$ cat config.mk
export PLATFORM = sky130hd
export DESIGN_NAME = line_window_3x3_reader
export DESIGN_NICKNAME = d
export VERILOG_FILES = /design/src/rtl/line_window_3x3_reader.sv
export SDC_FILE = /design/constraint.sdc
export NUM_CORES = 1
export LEC_CHECK = 0
export CORE_MARGIN = 1.5
export CORE_UTILIZATION = 51
export CTS_BUF_LIST = sky130_fd_sc_hd__clkbuf_4
export DETAILED_ROUTE_END_ITERATION = 12
export GPL_ROUTABILITY_DRIVEN = 0
export MAX_ROUTING_LAYER = met4
export PLACE_DENSITY = 0.88
export SETUP_SLACK_MARGIN = 0.3
export SYNTH_ARGS = -nofsm -noshare
export SYNTH_HDL_FRONTEND = slang
export SYNTH_SLANG_ARGS = --single-unit
$ cat constraint.sdc
create_clock -name i_clk -period 3.09 [get_ports i_clk]
set_clock_uncertainty 0.2 [all_clocks]
set_input_delay 0.618 -clock i_clk [delete_from_list [all_inputs] [get_ports i_clk]]
set_output_delay 0.618 -clock i_clk [all_outputs]
set_load 0.02 [all_outputs]
$ cat src/rtl/line_window_3x3_reader.sv
// Reading end of a two-row line buffer: sequences two cascaded row FIFOs and forms a registered 3x3 window.
// Optional FIFO protocol checking is built when LINE_WIN_ERR_CHECK_EN is defined; otherwise o_err is tied low.

module line_window_col_shift #(
  parameter int DW = 8
) (
  input  logic               clk,
  input  logic               rst,
  input  logic               shift,
  input  logic [DW-1:0]      tap,
  output logic [2:0][DW-1:0] taps
);
  // New pixel enters at the right (index 2); older columns move left.
  always_ff @(posedge clk) begin
    if (rst)        taps <= '0;
    else if (shift) taps <= {tap, taps[2], taps[1]};
  end
endmodule

module line_window_3x3_reader #(
  parameter int P_DATA_WIDTH = 8,
  parameter int P_IMG_WIDTH  = 640,
  parameter int P_IMG_HEIGHT = 512
) (
  input  logic                      i_clk,
  input  logic                      i_rst,
  input  logic                      i_pix_valid,
  input  logic [P_DATA_WIDTH-1:0]   i_pix_data,
  output logic                      o_wr_en1,
  output logic [P_DATA_WIDTH-1:0]   o_din1,
  output logic                      o_rd_en1,
  input  logic [P_DATA_WIDTH-1:0]   i_dout1,
  input  logic                      i_empty1,
  input  logic                      i_full1,
  output logic                      o_wr_en2,
  output logic [P_DATA_WIDTH-1:0]   o_din2,
  output logic                      o_rd_en2,
  input  logic [P_DATA_WIDTH-1:0]   i_dout2,
  input  logic                      i_empty2,
  input  logic                      i_full2,
  output logic                      o_win_valid,
  output logic [9*P_DATA_WIDTH-1:0] o_window,
  output logic                      o_frame_done,
  output logic                      o_err
);
  localparam int DW = P_DATA_WIDTH;
  localparam int CW = (P_IMG_WIDTH  > 1) ? $clog2(P_IMG_WIDTH)  : 1;
  localparam int RW = (P_IMG_HEIGHT > 1) ? $clog2(P_IMG_HEIGHT) : 1;

  typedef enum logic [1:0] {FILL0, FILL1, STREAM, LAST} state_t;

  state_t          state, state_nxt;
  logic [CW-1:0]   col;
  logic [RW-1:0]   row;
  logic            acc, col_last, row_last, emit;
  logic [DW-1:0]   tap [3];
  logic [2:0][DW-1:0] row_q [3];

  assign acc      = i_pix_valid;
  assign col_last = (col == CW'(P_IMG_WIDTH - 1));
  assign row_last = (row == RW'(P_IMG_HEIGHT - 1));
  assign emit     = acc && (row >= RW'(2)) && (col >= CW'(2));

  always_ff @(posedge i_clk) begin
    if (i_rst) begin
      state <= FILL0;
      col   <= '0;
      row   <= '0;
    end else begin
      state <= state_nxt;
      if (acc) begin
        if (col_last) begin
          col <= '0;
          row <= row_last ? '0 : row + RW'(1);
        end else begin
          col <= col + CW'(1);
        end
      end
    end
  end

  // Strobes are same-cycle with the pixel; FIFO heads are consumed combinationally.
  always_comb begin
    state_nxt = state;
    o_wr_en1  = 1'b0;
    o_rd_en1  = 1'b0;
    o_wr_en2  = 1'b0;
    o_rd_en2  = 1'b0;
    o_din1    = '0;
    o_din2    = '0;
    tap[0]    = '0;
    tap[1]    = '0;
    tap[2]    = i_pix_data;
    case (state)
      FILL0: begin
        o_wr_en1 = acc;
        o_din1   = acc ? i_pix_data : '0;
        if (acc && col_last) state_nxt = FILL1;
      end
      FILL1: begin
        o_rd_en1 = acc;
        o_wr_en2 = acc;
        o_din2   = acc ? i_dout1 : '0;
        o_wr_en1 = acc;
        o_din1   = acc ? i_pix_data : '0;
        tap[1]   = i_dout1;
        if (acc && col_last) state_nxt = (P_IMG_HEIGHT == 3) ? LAST : STREAM;
      end
      STREAM: begin
        o_rd_en1 = acc;
        o_rd_en2 = acc;
        o_wr_en2 = acc;
        o_din2   = acc ? i_dout1 : '0;
        o_wr_en1 = acc;
        o_din1   = acc ? i_pix_data : '0;
        tap[0]   = i_dout2;
        tap[1]   = i_dout1;
        if (acc && col_last && (row == RW'(P_IMG_HEIGHT - 2))) state_nxt = LAST;
      end
      LAST: begin
        o_rd_en1 = acc;
        o_rd_en2 = acc;
        tap[0]   = i_dout2;
        tap[1]   = i_dout1;
        if (acc && col_last) state_nxt = FILL0;
      end
      default: state_nxt = FILL0;
    endcase
  end

  genvar r;
  generate
    for (r = 0; r < 3; r++) begin : g_row
      line_window_col_shift #(.DW(DW)) u_shift (
        .clk   (i_clk),
        .rst   (i_rst),
        .shift (acc),
        .tap   (tap[r]),
        .taps  (row_q[r])
      );
      assign o_window[r*3*DW +: 3*DW] = row_q[r];
    end
  endgenerate

  always_ff @(posedge i_clk) begin
    if (i_rst) begin
      o_win_valid  <= 1'b0;
      o_frame_done <= 1'b0;
    end else begin
      o_win_valid  <= emit;
      o_frame_done <= acc && (state == LAST) && col_last;
    end
  end

`ifdef LINE_WIN_ERR_CHECK_EN
  logic err;

  always_ff @(posedge i_clk) begin
    if (i_rst)
      err <= 1'b0;
    else if ((o_rd_en1 && i_empty1) || (o_rd_en2 && i_empty2) ||
             (o_wr_en1 && i_full1)  || (o_wr_en2 && i_full2))
      err <= 1'b1;
  end

  assign o_err = err;
`else
  logic unused_flags;

  assign unused_flags = i_empty1 ^ i_empty2 ^ i_full1 ^ i_full2;
  assign o_err        = 1'b0;
`endif

endmodule

==> results of run 1 <==
logic make-up after synthesis:
kind of cell	count (synthesis)	synth area share
AO/OA/AOI/OAI	51	0.07319
XOR/XNOR	8	0.01798
adder cells (fa/ha/maj)	9	0.02889
buffers and inverters	36	0.04077
flip-flops	95	0.4880
multiplexers	48	0.1233
other	1	0.0009622
AND/OR/NAND/NOR	177	0.2270
registers in the layout, summed over array words and instances, names as in the netlist:
name	count
state	2
g_row.u_shift.taps	72
col	10
o_win_valid	1
row	9
o_frame_done	1
stage by stage:
stage	power (uW)	instance area [um2]	hold slack (ns)	cells	utilization
after global placement	1693	5175	0.2717	623	0.7059
after global routing	2519	5346	0.3328	639	0.7293
after detailed placement	1704	5175	0.2807	623	0.7059
after floorplan	1525	3897	0.2626	425	-
final	2423	5346	0.3067	639	0.7293
after CTS	2431	5326	0.3103	639	0.7266
cell usage in the layout, fill, tap and decap left out, drive strengths merged, types with 3 or more instances in the layout:
cell           count
dlygate4sd2       14
dlymetal6s2s       4
buf               12
xor2               6
nor3               5
dfxtp             95
a31oi              4
clkbuf             9
nand3              6
and3              14
and4               3
o21ai              7
nand2             14
mux2i             48
clkdlybuf4s50    100
a21oi             33
or4                5
nor2b             18
nand4              6
nor4               4
inv                6
ha                 9
clkinvlp           3
nand2b            10
nor2              84
timing repair:
item                                   in CTS  in global routing
cloned                                      0                  0
setup endpoints to repair                  17                 12
endpoints found under the hold margin       0                  0
hold buffers                                0                  0
buffers inserted                            0                  0
resized for setup                          16                  5
final timing paths:
kind                                          startpoint                                      to  slack [ns]  depth (start not counted)
hold reg to reg   g_row[2].u_shift.taps[17]$_SDFFE_PP0P_  g_row[2].u_shift.taps[17]$_SDFFE_PP0P_        0.31                          2
hold / removal    g_row[2].u_shift.taps[17]$_SDFFE_PP0P_  g_row[2].u_shift.taps[17]$_SDFFE_PP0P_        0.31                          2
setup reg to reg                     col[1]$_SDFFE_PP0P_                     row[7]$_SDFFE_PP0P_        0.94                          5
setup / recovery                           i_pix_data[0]                               o_din1[0]        0.39                          4
final cells by class:
| type | count | area share |
|---|---|---|
| Clock buffer | 9 | 0.01264 |
| Clock inverter | 7 | 0.01802 |
| Inverter | 5 | 0.003510 |
| Multi-Input combinational cell | 294 | 0.3464 |
| Sequential cell | 95 | 0.3557 |
| Tap cell | 99 | 0.02317 |
| Timing Repair Buffer | 130 | 0.2406 |
power breakdown:
| part | internal (uW) | switching (uW) | total [uW] | leakage, uW |
|---|---|---|---|---|
| clock | 329 | 414 | 743 | 0.0000786 |
| sequential | 1260 | 27.6 | 1280 | 0.000768 |
| combinational | 185 | 211 | 396 | 0.00142 |
| total | 1770 | 652 | 2420 | 0.00227 |
tightest hold or removal path: stages, from the launching register on:
cell and delay [ns]:
dfxtp_1 0.35, nand2b_1 0.07, a21oi_1 0.06
routing by layer:
layer | global-route usage | vias to the layer above
met5 | - | -
met4 | 0.06614 | 0
met3 | 0.06734 | 6
met2 | 0.3895 | 122
li1 | - | 1668
met1 | 0.2877 | 1618
==> flow_metrics.env, run 1 <==
export IMPL_outcome="finished clean"
export IMPL_dr_max_layer_used="met4"
export IMPL_fp_dieW_um=90.42
export IMPL_crit_buf_inv=2
export IMPL_avgSynthCellArea_um2=9.171
export IMPL_root_buffer="clkbuf_4"
export IMPL_grt_ovfl_total=0
export IMPL_synth_seq_cells=95
export IMPL_path_cells="clkdlybuf4s50_1 > nand2_1 > nor2_1 > clkdlybuf4s50_1"
export IMPL_insertion_delay_ns=0.44
export IMPL_postSynth_asyncResetShare=0
export IMPL_path_clk_slew_ns=0.13
export IMPL_grt_pass1_wl_um=15460
export IMPL_grt_pass1_vias=3279
export IMPL_synthCells=425
export IMPL_drt_pass1_iterations=4
export IMPL_yosys_area_top_type="dfxtp_1"
export IMPL_drcViolationCount=0
export IMPL_drv_cap=0
export IMPL_postRouteAntennaNets=0
export IMPL_yosys_top_cells_count="95 x dfxtp_1, 84 x nor2_1, 48 x mux2i_1, 33 x a21oi_1, 19 x clkbuf_1"
export IMPL_area_growth_synth_to_final_pct=37.18
export IMPL_crit_path_max_incr_delay_ns=0.61
export IMPL_start_util=0.5317
export IMPL_diodes=0
export IMPL_slew_violations=0
export IMPL_boundaryPins=126
export IMPL_cts_buffers=9
export IMPL_port_buffers=120
export IMPL_dr_first_iter_drc_count=193
export IMPL_slowest_stage="clkdlybuf4s50_1"
export IMPL_grt_usage=0.2382
export IMPL_max_freq_ghz=0.3700
export IMPL_synth_ff_type="dfxtp_1"
export IMPL_worst_ir_drop_vdd_mv=0.3010
export IMPL_ys_seq_area_frac=0.4880
export IMPL_multiInputGateArea_um2=1852
export IMPL_hpwl_um=6615
export IMPL_synth_area_leaders="dfxtp_1 49%, mux2i_1 12%, nor2_1 8.1%"
export IMPL_htreeDepth=3
export IMPL_startpoint_type="input port"
export IMPL_critPathArrivalTime_ns=1.88
export IMPL_worstPathRequired_ns=2.27
export IMPL_synthMostInstantiatedCell="dfxtp_1"
export IMPL_wl_met3_um=632
export IMPL_clk_path_buf_depth=2
export IMPL_min_period_ns=2.703
export IMPL_vias_per_cell=5.343
export IMPL_hold_violations=0
export IMPL_regArea_um2=1902
export IMPL_p_leak_uw=0.002267
export IMPL_wl_per_cell_um=14.79
export IMPL_wl_met2_um=4583
export IMPL_synth_distinct_cells=39
export IMPL_maxSlewHeadroom=0.6202
export IMPL_core_um2=7331
export IMPL_die_h_um=90.42
export IMPL_drive_above_1_share=0.06296
export IMPL_syn_nets=465
export IMPL_worstMarginPinSlew_ns=0.5698
export IMPL_grt_max_degree=65
export IMPL_core_rowCount=31
export IMPL_m1WireLength_um=4185
export IMPL_worst_slack_ns=0.3871
export IMPL_cp_max_fo=2
export IMPL_critPathKind="input port to output port"
export IMPL_pre_cts_ws_ns=0.3392
export IMPL_fin_crit_sh=0.8747
export IMPL_finalSetupTns_ns=0
export IMPL_min_path_type="register to register"
export IMPL_vias=3414
export IMPL_cts_tree="built"
export IMPL_syn_area_um2=3897
export IMPL_wl_um=9454
export IMPL_cp_top_family="buffers and inverters"
export IMPL_end_kind="output port"
export IMPL_fin_nets=575
export IMPL_num_fill_cells=557
export IMPL_cts_sinks=95
export IMPL_final_setup_viol_count=0
export IMPL_die_area_um2=8176
export IMPL_p_per_area_nw_per_um2=453.2
export IMPL_rsz0062_at_grt="false"
export IMPL_cpMostUsedCell="clkdlybuf4s50_1"
export IMPL_synth_warnings=0
export IMPL_antenna_found_initial=0
export IMPL_synth_top_cell_area_share=0.4880
export IMPL_synth_edf_count=0
(Power assumes the default switching activity.)
==> run 2, diff against run 1 <==
--- a/config.mk
+++ b/config.mk
@@ -11,8 +11,9 @@
 export DETAILED_ROUTE_END_ITERATION = 12
 export GPL_ROUTABILITY_DRIVEN = 0
 export MAX_ROUTING_LAYER = met4
-export PLACE_DENSITY = 0.88
+export PLACE_DENSITY = 0.87
 export SETUP_SLACK_MARGIN = 0.3
+export SKIP_CTS_REPAIR_TIMING = 1
 export SYNTH_ARGS = -nofsm -noshare
 export SYNTH_HDL_FRONTEND = slang
 export SYNTH_SLANG_ARGS = --single-unit
==> run 2 against run 1 <==
  * Cell count fell by 0.16%
  * Register-to-register slack hardly changed
  * Via count shrank 1.0%
  * Design area down 0.61%
  * Hold slack got worse by 0.0031 ns
  * Highest routed layer unchanged
  * Critical endpoint is now o_rd_en2
==> flow_metrics.env, run 2 (same netlist as run 1, synthesis figures left out) <==
export IMPL_boundaryPins=126
export IMPL_num_fill_cells=528
export IMPL_p_per_area_nw_per_um2=431.6
export IMPL_clk_path_buf_depth=2
export IMPL_drt_pass1_iterations=4
export IMPL_min_period_ns=2.859
export IMPL_place_area_um2=5155
export IMPL_wl_um=9326
export IMPL_max_freq_ghz=0.3498
export IMPL_area_growth_synth_to_final_pct=36.34
export IMPL_p_leak_uw=0.002322
export IMPL_antenna_found_initial=0
export IMPL_root_buffer="clkbuf_4"
export IMPL_core_um2=7331
export IMPL_crit_path_max_incr_delay_ns=0.64
export IMPL_critPathKind="register to output port"
export IMPL_grt_pass1_vias=3200
export IMPL_crit_buf_inv=1
export IMPL_startpoint_type="register"
export IMPL_top_regs="g_row.u_shift.taps: 72 flops, col: 10 flops, row: 9 flops"
export IMPL_r2r_slack_ns=0.95
export IMPL_postRouteAntennaNets=0
export IMPL_hold_depth=2
export IMPL_final_util=0.7249
export IMPL_wl_per_cell_um=14.62
export IMPL_start_util=0.5317
export IMPL_regArea_um2=1903
export IMPL_grt_usage=0.2322
export IMPL_grt_pass1_wl_um=15130
export IMPL_die_h_um=90.42
export IMPL_cp_top_family="buffers and inverters"
export IMPL_rsz0062_at_grt="true"
export IMPL_diodes=0
export IMPL_drcViolationCount=0
export IMPL_cts_sinks=95
export IMPL_min_path_type="register to register"
export IMPL_grt_ovfl_total=0
export IMPL_rr_startpoint="col[1]$_SDFFE_PP0P_"
export IMPL_layout_cells_non_filler=638
export IMPL_worst_ir_drop_vdd_mv=0.3397
export IMPL_largest_register="g_row.u_shift.taps"
export IMPL_port_buffers=120
export IMPL_critPathArrivalTime_ns=2.04
export IMPL_cts_tree="built"
export IMPL_path_cells="ha_2 > o21a_1 > clkdlybuf4s50_1"
export IMPL_path_clk_slew_ns=0.15
export IMPL_outcome="finished clean"
export IMPL_drive_above_1_share=0.06122
export IMPL_final_cell_mix="107 x clkdlybuf4s50_1, 94 x dfxtp_1, 84 x nor2_1"
export IMPL_drv_cap=0
export IMPL_multiInputGateArea_um2=1842
export IMPL_end_kind="output port"
export IMPL_dr_first_iter_drc_count=105
export IMPL_grt_max_degree=46
export IMPL_mostFrequentLayoutCell="clkdlybuf4s50_1"
export IMPL_min_to="g_row[2].u_shift.taps[17]$_SDFFE_PP0P_"
export IMPL_fp_dieW_um=90.42
export IMPL_cts_buffers=9
export IMPL_place_inst=622
export IMPL_slew_violations=0
export IMPL_hold_violations=0
export IMPL_final_setup_viol_count=0
export IMPL_htreeDepth=3
export IMPL_worst_r2r_path_depth=5
export IMPL_finalSetupTns_ns=0
export IMPL_insertion_delay_ns=0.44
export IMPL_vias=3380
export IMPL_fin_crit_sh=0.9252
export IMPL_largest_reg_flops=72
export IMPL_hp_start="g_row[2].u_shift.taps[17]$_SDFFE_PP0P_"
export IMPL_fin_nets=574
export IMPL_final_cell_area_um2=5314
export IMPL_slowest_stage="clkdlybuf4s50_1"
export IMPL_timing_hold_ws_ns=0.3036
export IMPL_worstPathRequired_ns=2.27
export IMPL_core_rowCount=31
export IMPL_die_area_um2=8176
export IMPL_reg2reg_to="row[7]$_SDFFE_PP0P_"
export IMPL_cp_max_fo=12
export IMPL_vias_per_cell=5.298
export IMPL_hpwl_um=6472
## run 2: per-layer routing
layer,track usage,vias to the layer above,wire length (um)
met2,0.3693,114,4372
met3,0.06734,11,706
met4,0.06746,0,93
li1,-,1664,-
met5,-,-,0
met1,0.2869,1591,4154
## run 2: power by group
part | switching (uW) | internal (uW)
combinational | 208 | 187
sequential | 27.4 | 1260
clock | 438 | 175
## run 2: worst max path at each step
stage               depth (start not counted)   endpoint                   from
floorplan                                   5  o_din1[0]            i_pix_valid
global placement                            4  o_din1[5]          i_pix_data[5]
detailed placement                          4  o_din1[3]          i_pix_data[3]
CTS                                         3   o_rd_en2  state[0]$_SDFFE_PP0P_
global route                                3   o_rd_en2  state[0]$_SDFFE_PP0P_
finish                                      3   o_rd_en2  state[0]$_SDFFE_PP0P_
## run 2: layout make-up
type                       instances  share of cell area
clock inverter                     7             0.01012
multi-input combinational        294              0.3466
clock buffer                       9             0.01271
tap                               99             0.02331
inverter                           5            0.003532
timing repair buffer             129              0.2456
sequential                        95              0.3581
## run 2: worst min-delay path, stage by stage, from the launching register on
cell and delay [ns]:
dfxtp_1 0.35, nand2b_1 0.07, a21oi_1 0.06
## run 2: stage by stage
stage	worst slack (ns)	power (uW)
detailed placement	0.3480	1702
CTS	0.01843	2301
finish	0.2311	2294
global placement	0.3857	1691
floorplan	0.5568	1525
global route	0.1309	2387
==> run 3, diff against run 2 <==
--- a/config.mk
+++ b/config.mk
@@ -11,7 +11,7 @@
 export DETAILED_ROUTE_END_ITERATION = 12
 export GPL_ROUTABILITY_DRIVEN = 0
 export MAX_ROUTING_LAYER = met4
-export PLACE_DENSITY = 0.87
+export PLACE_DENSITY = 0.92
 export SETUP_SLACK_MARGIN = 0.3
 export SKIP_CTS_REPAIR_TIMING = 1
 export SYNTH_ARGS = -nofsm -noshare
==> run 3 against run 2 <==
  * Sequential share of layout area about the same
  * Critical path depth up 1
  * First-iteration DRC count up 54%
  * Global-route usage up 0.30 points
  * Utilization up 0.10 points
  * Die area unchanged
  * Power down 0.44%
  * Design area up 0.14%
  * Critical endpoint is now o_din1[2]
  * Highest routed layer unchanged
==> flow_metrics.env, run 3 (same netlist as run 1, synthesis figures left out) <==
export IMPL_worst_ir_drop_vdd_mv=0.2679
export IMPL_drv_cap=0
export IMPL_vias_per_cell=5.376
export IMPL_final_cell_mix="107 x clkdlybuf4s50_1, 93 x dfxtp_1, 84 x nor2_1"
export IMPL_p_int_uw=1642
export IMPL_cts_sinks=95
export IMPL_rsz0062_at_grt="false"
export IMPL_drive_above_1_share=0.06296
export IMPL_p_leak_uw=0.002323
export IMPL_startpoint_type="input port"
export IMPL_fin_nets=575
export IMPL_die_h_um=90.42
export IMPL_port_buffers=120
export IMPL_start_util=0.5317
export IMPL_core_um2=7331
export IMPL_fin_crit_sh=0.8877
export IMPL_mostFrequentLayoutCell="clkdlybuf4s50_1"
export IMPL_htreeDepth=3
export IMPL_dr_first_iter_drc_count=162
export IMPL_wl_um=9733
export IMPL_cp_max_fo=2
export IMPL_fp_dieW_um=90.42
export IMPL_critPathKind="input port to output port"
export IMPL_path_cells="clkdlybuf4s50_1 > nand2_1 > nor2_1 > clkdlybuf4s50_1"
export IMPL_grt_pass1_vias=3213
export IMPL_max_freq_ghz=0.3646
export IMPL_seq_power_share=0.564
export IMPL_grt_usage=0.2352
export IMPL_diodes=0
export IMPL_final_setup_viol_count=0
export IMPL_clk_path_buf_depth=2
export IMPL_end_kind="output port"
export IMPL_largest_register="g_row.u_shift.taps"
export IMPL_multiInputGateArea_um2=1862
export IMPL_num_fill_cells=505
export IMPL_outcome="finished clean"
export IMPL_p_comb_frac=0.180
export IMPL_vias=3435
export IMPL_critPathArrivalTime_ns=1.93
export IMPL_root_buffer="clkbuf_4"
export IMPL_worstMarginPinSlew_ns=0.5877
export IMPL_path_clk_slew_ns=0.13
export IMPL_grt_pass1_wl_um=15150
export IMPL_slowest_stage="clkdlybuf4s50_1"
export IMPL_boundaryPins=126
export IMPL_drt_pass1_iterations=4
export IMPL_wl_per_cell_um=15.23
export IMPL_die_area_um2=8176
export IMPL_regArea_um2=1904
export IMPL_crit_path_max_incr_delay_ns=0.62
export IMPL_grt_ovfl_total=0
export IMPL_cpMostUsedCell="clkdlybuf4s50_1"
export IMPL_swShare=0.2811
export IMPL_finalSetupTns_ns=0
export IMPL_min_period_ns=2.743
export IMPL_postRouteAntennaNets=0
export IMPL_cts_tree="built"
export IMPL_maxSlewHeadroom=0.6082
export IMPL_timing_hold_ws_ns=0.3036
export IMPL_largest_reg_flops=72
export IMPL_insertion_delay_ns=0.44
export IMPL_p_per_area_nw_per_um2=429.1
export IMPL_area_growth_synth_to_final_pct=36.53
export IMPL_core_rowCount=31
export IMPL_antenna_found_initial=0
export IMPL_grt_max_degree=40
export IMPL_min_path_type="register to register"
export IMPL_p_sw_uw=641.9
export IMPL_top_regs="g_row.u_shift.taps: 72 flops, col: 10 flops, row: 9 flops"
export IMPL_hpwl_um=6779
export IMPL_slew_violations=0
export IMPL_cts_buffers=9
export IMPL_p_clk_frac=0.256
export IMPL_worstPathRequired_ns=2.27
export IMPL_hold_violations=0
export IMPL_drcViolationCount=0
-- run 3: cell count changes in the layout (fill, tap and decap cells not counted) --
cell	before	now
ha_4	0	2
buf_4	8	10
buf_12	1	0
inv_6	2	0
clkinv_4	1	0
clkinvlp_4	1	2
ha_2	2	0
inv_8	1	0
clkinv_2	1	0
clkbuf_4	9	12
clkinv_1	1	2
dfxtp_2	1	2
dfxtp_1	94	93
-- run 3: power groups by stage --
stage | clock network (uW) | logic [uW] | registers (uW)
floorplan | 0 | 193 | 1330
global placement | 0 | 380 | 1310
detailed placement | 0 | 393 | 1310
CTS | 592 | 394 | 1280
global route | 637 | 440 | 1290
finish | 584 | 412 | 1290
-- run 3: layout make-up --
type / instances / share of cell area
inverters: 5 / 0.003527
multi-input cells: 294 / 0.3499
clock buffers: 12 / 0.01693
clock inverters: 4 / 0.004232
well taps: 99 / 0.02328
repair buffers: 130 / 0.2443
flip-flops and latches: 95 / 0.3579
-- run 3: final timing paths --
kind	startpoint	to	slack, ns	cells past startpoint
worst max-delay path	i_pix_data[2]	o_din1[2]	0.35	4
worst min register to register	g_row[2].u_shift.taps[19]$_SDFFE_PP0P_	g_row[2].u_shift.taps[19]$_SDFFE_PP0P_	0.30	2
worst min-delay path	g_row[2].u_shift.taps[19]$_SDFFE_PP0P_	g_row[2].u_shift.taps[19]$_SDFFE_PP0P_	0.30	2
worst max register to register	col[1]$_SDFFE_PP0P_	row[7]$_SDFFE_PP0P_	0.95	5
-- run 3: routing by layer --
| layer | vias to the layer above | global-route usage | share of wire |
|---|---|---|---|
| met4 | 0 | 0.08995 | 0.014 |
| met5 | - | - | 0 |
| li1 | 1672 | - | - |
| met1 | 1641 | 0.2615 | 0.42 |
| met2 | 110 | 0.4040 | 0.50 |
| met3 | 12 | 0.06061 | 0.067 |
-- run 3: worst max-delay path: cells and delay by family --
family                 cells  cell delay, ns
buffers and inverters      2            1.09
AND/OR/NAND/NOR            2            0.21
-- run 3: through the flow --
| stage | utilization | setup slack [ns] | std cells | power, uW | instance area [um2] |
|---|---|---|---|---|---|
| 5_1_grt | 0.7259 | 0.3139 | 639 | 2371 | 5321 |
| 3_3_place_gp | 0.7025 | 0.3886 | 623 | 1687 | 5150 |
| 6_report | 0.7259 | 0.3470 | 639 | 2284 | 5321 |
| 3_5_place_dp | 0.7025 | 0.3601 | 623 | 1703 | 5150 |
| 4_1_cts | 0.7179 | 0.03589 | 639 | 2269 | 5263 |
| 2_1_floorplan | - | 0.5568 | 425 | 1525 | 3897 |
==> edit 1: new RTL, config.mk and constraints of run 2 <==
The option `LINE_WIN_ERR_CHECK_EN` is turned on by a define.
--- a/src/rtl/line_window_3x3_reader.sv
+++ b/src/rtl/line_window_3x3_reader.sv
@@ -1,5 +1,7 @@
 // Reading end of a two-row line buffer: sequences two cascaded row FIFOs and forms a registered 3x3 window.
 // Optional FIFO protocol checking is built when LINE_WIN_ERR_CHECK_EN is defined; otherwise o_err is tied low.
+
+`define LINE_WIN_ERR_CHECK_EN
 
 module line_window_col_shift #(
   parameter int DW = 8
Check against the original RTL: not equivalent (a bounded check fails within 4 cycles, from zero or initial values and one cycle with i_rst high).
==> edit 1 against run 2 <==
  * Worst hold slack worse by 0.0028 ns
  * Cell area up 4.0%
  * Power up 6.7%
  * Area after synthesis up 1.2%
  * Sequential cell count up 1
  * Routed wire length up 5.0%
  * Setup slack better by 0.12 ns
  * Critical endpoint is now o_din1[4]
==> edit 1: results <==
set metrics [dict create \
    status "finished clean" \
    synthMuxAreaShare_pct 12.2 \
    synth_xor_area_share_pct 2.44 \
    synth.area.top_cells "dfxtp_1 (49%), mux2i_1 (12%), nor2_1 (7.2%)" \
    viasPerCell 5.40 \
    io_buffer_count 125 \
    layout.cells.non_filler 653 \
    synth_fa_ha_area_share_pct 2.86 \
    synthCells 425 \
    n_fill_cell 527 \
    power.share.switching_pct 26.7 \
    post_drt_wl_per_cell_um 15.0 \
    ys_seq_area_share_pct 48.7 \
    drive_above_1_share_pct 7.22 \
    hold_viol 0 \
    cp_max_fo 28 \
    grt_max_degree 52 \
    layout.nets 589 \
    clk_latency_ns 0.43 \
    dp.cells 637 \
    crit_arrival_ns 1.92 \
    placed_area_mm2 0.00532 \
    synth_compound_area_share_pct 6.54 \
    firstDrtPassIters 5 \
    hpwl_um 6930 \
    track_usage_pct 24.0 \
    grt_pass1_wl_um 15700 \
    synth_common_cells "dfxtp_1 (96), nor2_1 (76), mux2i_1 (48)" \
    dr.first_iter.drc_count 177 \
    synth_cell_types 42 \
    clkTransAtPathRegs_ns 0.16 \
    grt_pass1_vias 3293 \
    ir_worst_vdd_uv 291 \
    p_leak_nw 2.37 \
    worst_pin_slew_ns 0.621 \
]
edit 1: power by group through the flow:
stage                     clock (mW)  combinational [mW]  sequential, mW
after floorplan                    0               0.173            1.34
after global placement             0               0.362            1.32
after detailed placement           0               0.370            1.32
after CTS                      0.789               0.372            1.29
after global routing           0.853               0.408            1.30
final                          0.774               0.382            1.29
edit 1: metal layers:
layer / routed length (um) / global-route usage, % / part of all wire, %
met2: 4660 / 38.8 / 48
met3: 701 / 6.87 / 7.2
met4: 257 / 7.55 / 2.6
met1: 4170 / 29.0 / 43
met5: 0 / - / 0
edit 1: layout make-up:
cell class / count / area [um2] / area share [%]
clock buffer: 9 / 67.6 / 1.22
clock inverter: 7 / 101 / 1.83
inverter: 7 / 26.3 / 0.475
multi-input combinational: 296 / 1900 / 34.3
sequential: 96 / 1920 / 34.8
tap: 99 / 124 / 2.24
timing repair buffer: 139 / 1390 / 25.2
edit 1: through the flow:
step                utilization (%)  setup WS [ns]
floorplan                         -          0.577
global placement               72.1          0.413
detailed placement             72.1          0.368
CTS                            74.4        -0.0320
global route                   75.0          0.311
finish                         75.0          0.351
edit 1: cells by family (layout without fill, tap and decap cells):
| logic type | Yosys count | in the layout |
|---|---|---|
| AO/OA/AOI/OAI | 46 | 46 |
| flip-flops | 96 | 96 |
| buffers and inverters | 33 | 162 |
| multiplexers | 48 | 48 |
| adder cells (fa/ha/maj) | 9 | 9 |
| AND/OR/NAND/NOR | 182 | 182 |
| XOR/XNOR | 11 | 11 |
edit 1: worst paths after layout:
path,start,to,slack (ns),depth (start not counted)
setup reg to reg,col[1],row[6],0.85,6
setup / recovery,i_pix_valid,o_din1[4],0.35,5
hold reg to reg,g_row[0].u_shift.taps[17],g_row[0].u_shift.taps[17],0.30,2
hold / removal,g_row[0].u_shift.taps[17],g_row[0].u_shift.taps[17],0.30,2
==> edit 2: new RTL, settings of run 2 <==
Without the edit above. Encoding of `state_t`: now Gray code (2 bits for 4 states).
--- a/src/rtl/line_window_3x3_reader.sv
+++ b/src/rtl/line_window_3x3_reader.sv
@@ -47,7 +47,7 @@
   localparam int CW = (P_IMG_WIDTH  > 1) ? $clog2(P_IMG_WIDTH)  : 1;
   localparam int RW = (P_IMG_HEIGHT > 1) ? $clog2(P_IMG_HEIGHT) : 1;
 
-  typedef enum logic [1:0] {FILL0, FILL1, STREAM, LAST} state_t;
+  typedef enum logic [1:0] {FILL0 = 2'b00, FILL1 = 2'b01, STREAM = 2'b11, LAST = 2'b10} state_t;
 
   state_t          state, state_nxt;
   logic [CW-1:0]   col;
Check against the original RTL: same outputs for any inputs over 10 cycles, from zero or initial values and one cycle with i_rst high; not proved beyond that.
==> edit 2 against run 2 <==
  * Area after synthesis is 4.3% lower
  * Setup slack improved by 0.15 ns
  * Count of clock-buffer cells in the layout is 1 higher
  * Critical path depth unchanged
  * Cell area fell by 3.2%
  * Routed wire length is 4.1% lower
  * Sequential cell count did not move
  * Critical endpoint is now o_din2[2]
  * Highest routed layer unchanged
Power is not compared: it rests on default switching activity, and its combinational part moved more than twofold at a synthesized area within 25%.
==> edit 2: results <==
set metrics [dict create \
    p_leak_nw 2.03 \
    ctsRootBufferMaster "clkbuf_4" \
    clk_latency_ns 0.42 \
    layout.nets 548 \
    grt_pass1_wl_um 14200 \
    synth_xor_area_share_pct 1.88 \
    synth_fa_ha_area_share_pct 1.68 \
    post_drt_wl_per_cell_um 14.6 \
    finalPower_mw 2.08 \
    hpwl_um 6230 \
    synth_common_cells "dfxtp_1 (95), nor2_1 (84), mux2i_1 (48)" \
    synth_compound_area_share_pct 8.29 \
    placed_area_mm2 0.00500 \
    dp.cells 597 \
    synth.area.top_cells "dfxtp_1 (51%), mux2i_1 (13%), nor2_1 (8.5%)" \
    r2r_setup_slack_ns 0.71 \
    dr.first_iter.drc_count 199 \
    io_buffer_count 120 \
    track_usage_pct 24.1 \
    wl_um 8940 \
    firstDrtPassIters 4 \
    pre_cts_ws_ns 0.327 \
    max_freq_mhz 369 \
    drive_above_1_share_pct 6.00 \
    cts_buffer_depth 2 \
    clkTransAtPathRegs_ns 0.13 \
    avgSynthCellArea_um2 9.21 \
    grt_pass1_vias 3098 \
    cp_max_fo 2 \
    grt_max_degree 48 \
    hold_ws_ns 0.290 \
    synthMuxAreaShare_pct 13.2 \
    synth_cell_types 43 \
    status "finished clean" \
    ys_seq_area_share_pct 51.0 \
    viasPerCell 5.30 \
    syn_nets 441 \
    insertedDiodeCount 0 \
    crit_arrival_ns 1.90 \
]
## edit 2: area by class of cell
cell class	instances	area [um2]
Sequential cell	95	1900
Fill cell	491	1800
Multi-Input combinational cell	274	1690
Timing Repair Buffer	127	1270
Tap cell	96	120
Clock buffer	10	75.1
Clock inverter	6	61.3
Inverter	5	18.8
## edit 2: critical path, cell delays in order
cell,delay (ns)
clkdlybuf4s50_1,0.51
and3_1,0.17
clkdlybuf4s50_1,0.60
## edit 2: final timing paths
path,from,end,cells past startpoint
worst max-delay path,i_dout1[2],o_din2[2],3
worst min-delay path,g_row[2].u_shift.taps[21],g_row[2].u_shift.taps[21],2
worst max register to register,row[1],row[6],7
worst min register to register,g_row[2].u_shift.taps[21],g_row[2].u_shift.taps[21],2
## edit 2: metal layers
metal	part of all wire [%]	GRT usage, %	routed length (um)
met5	0	-	0
met4	1.4	6.96	128
met3	8.8	8.30	791
met2	48	39.8	4300
met1	42	27.8	3730
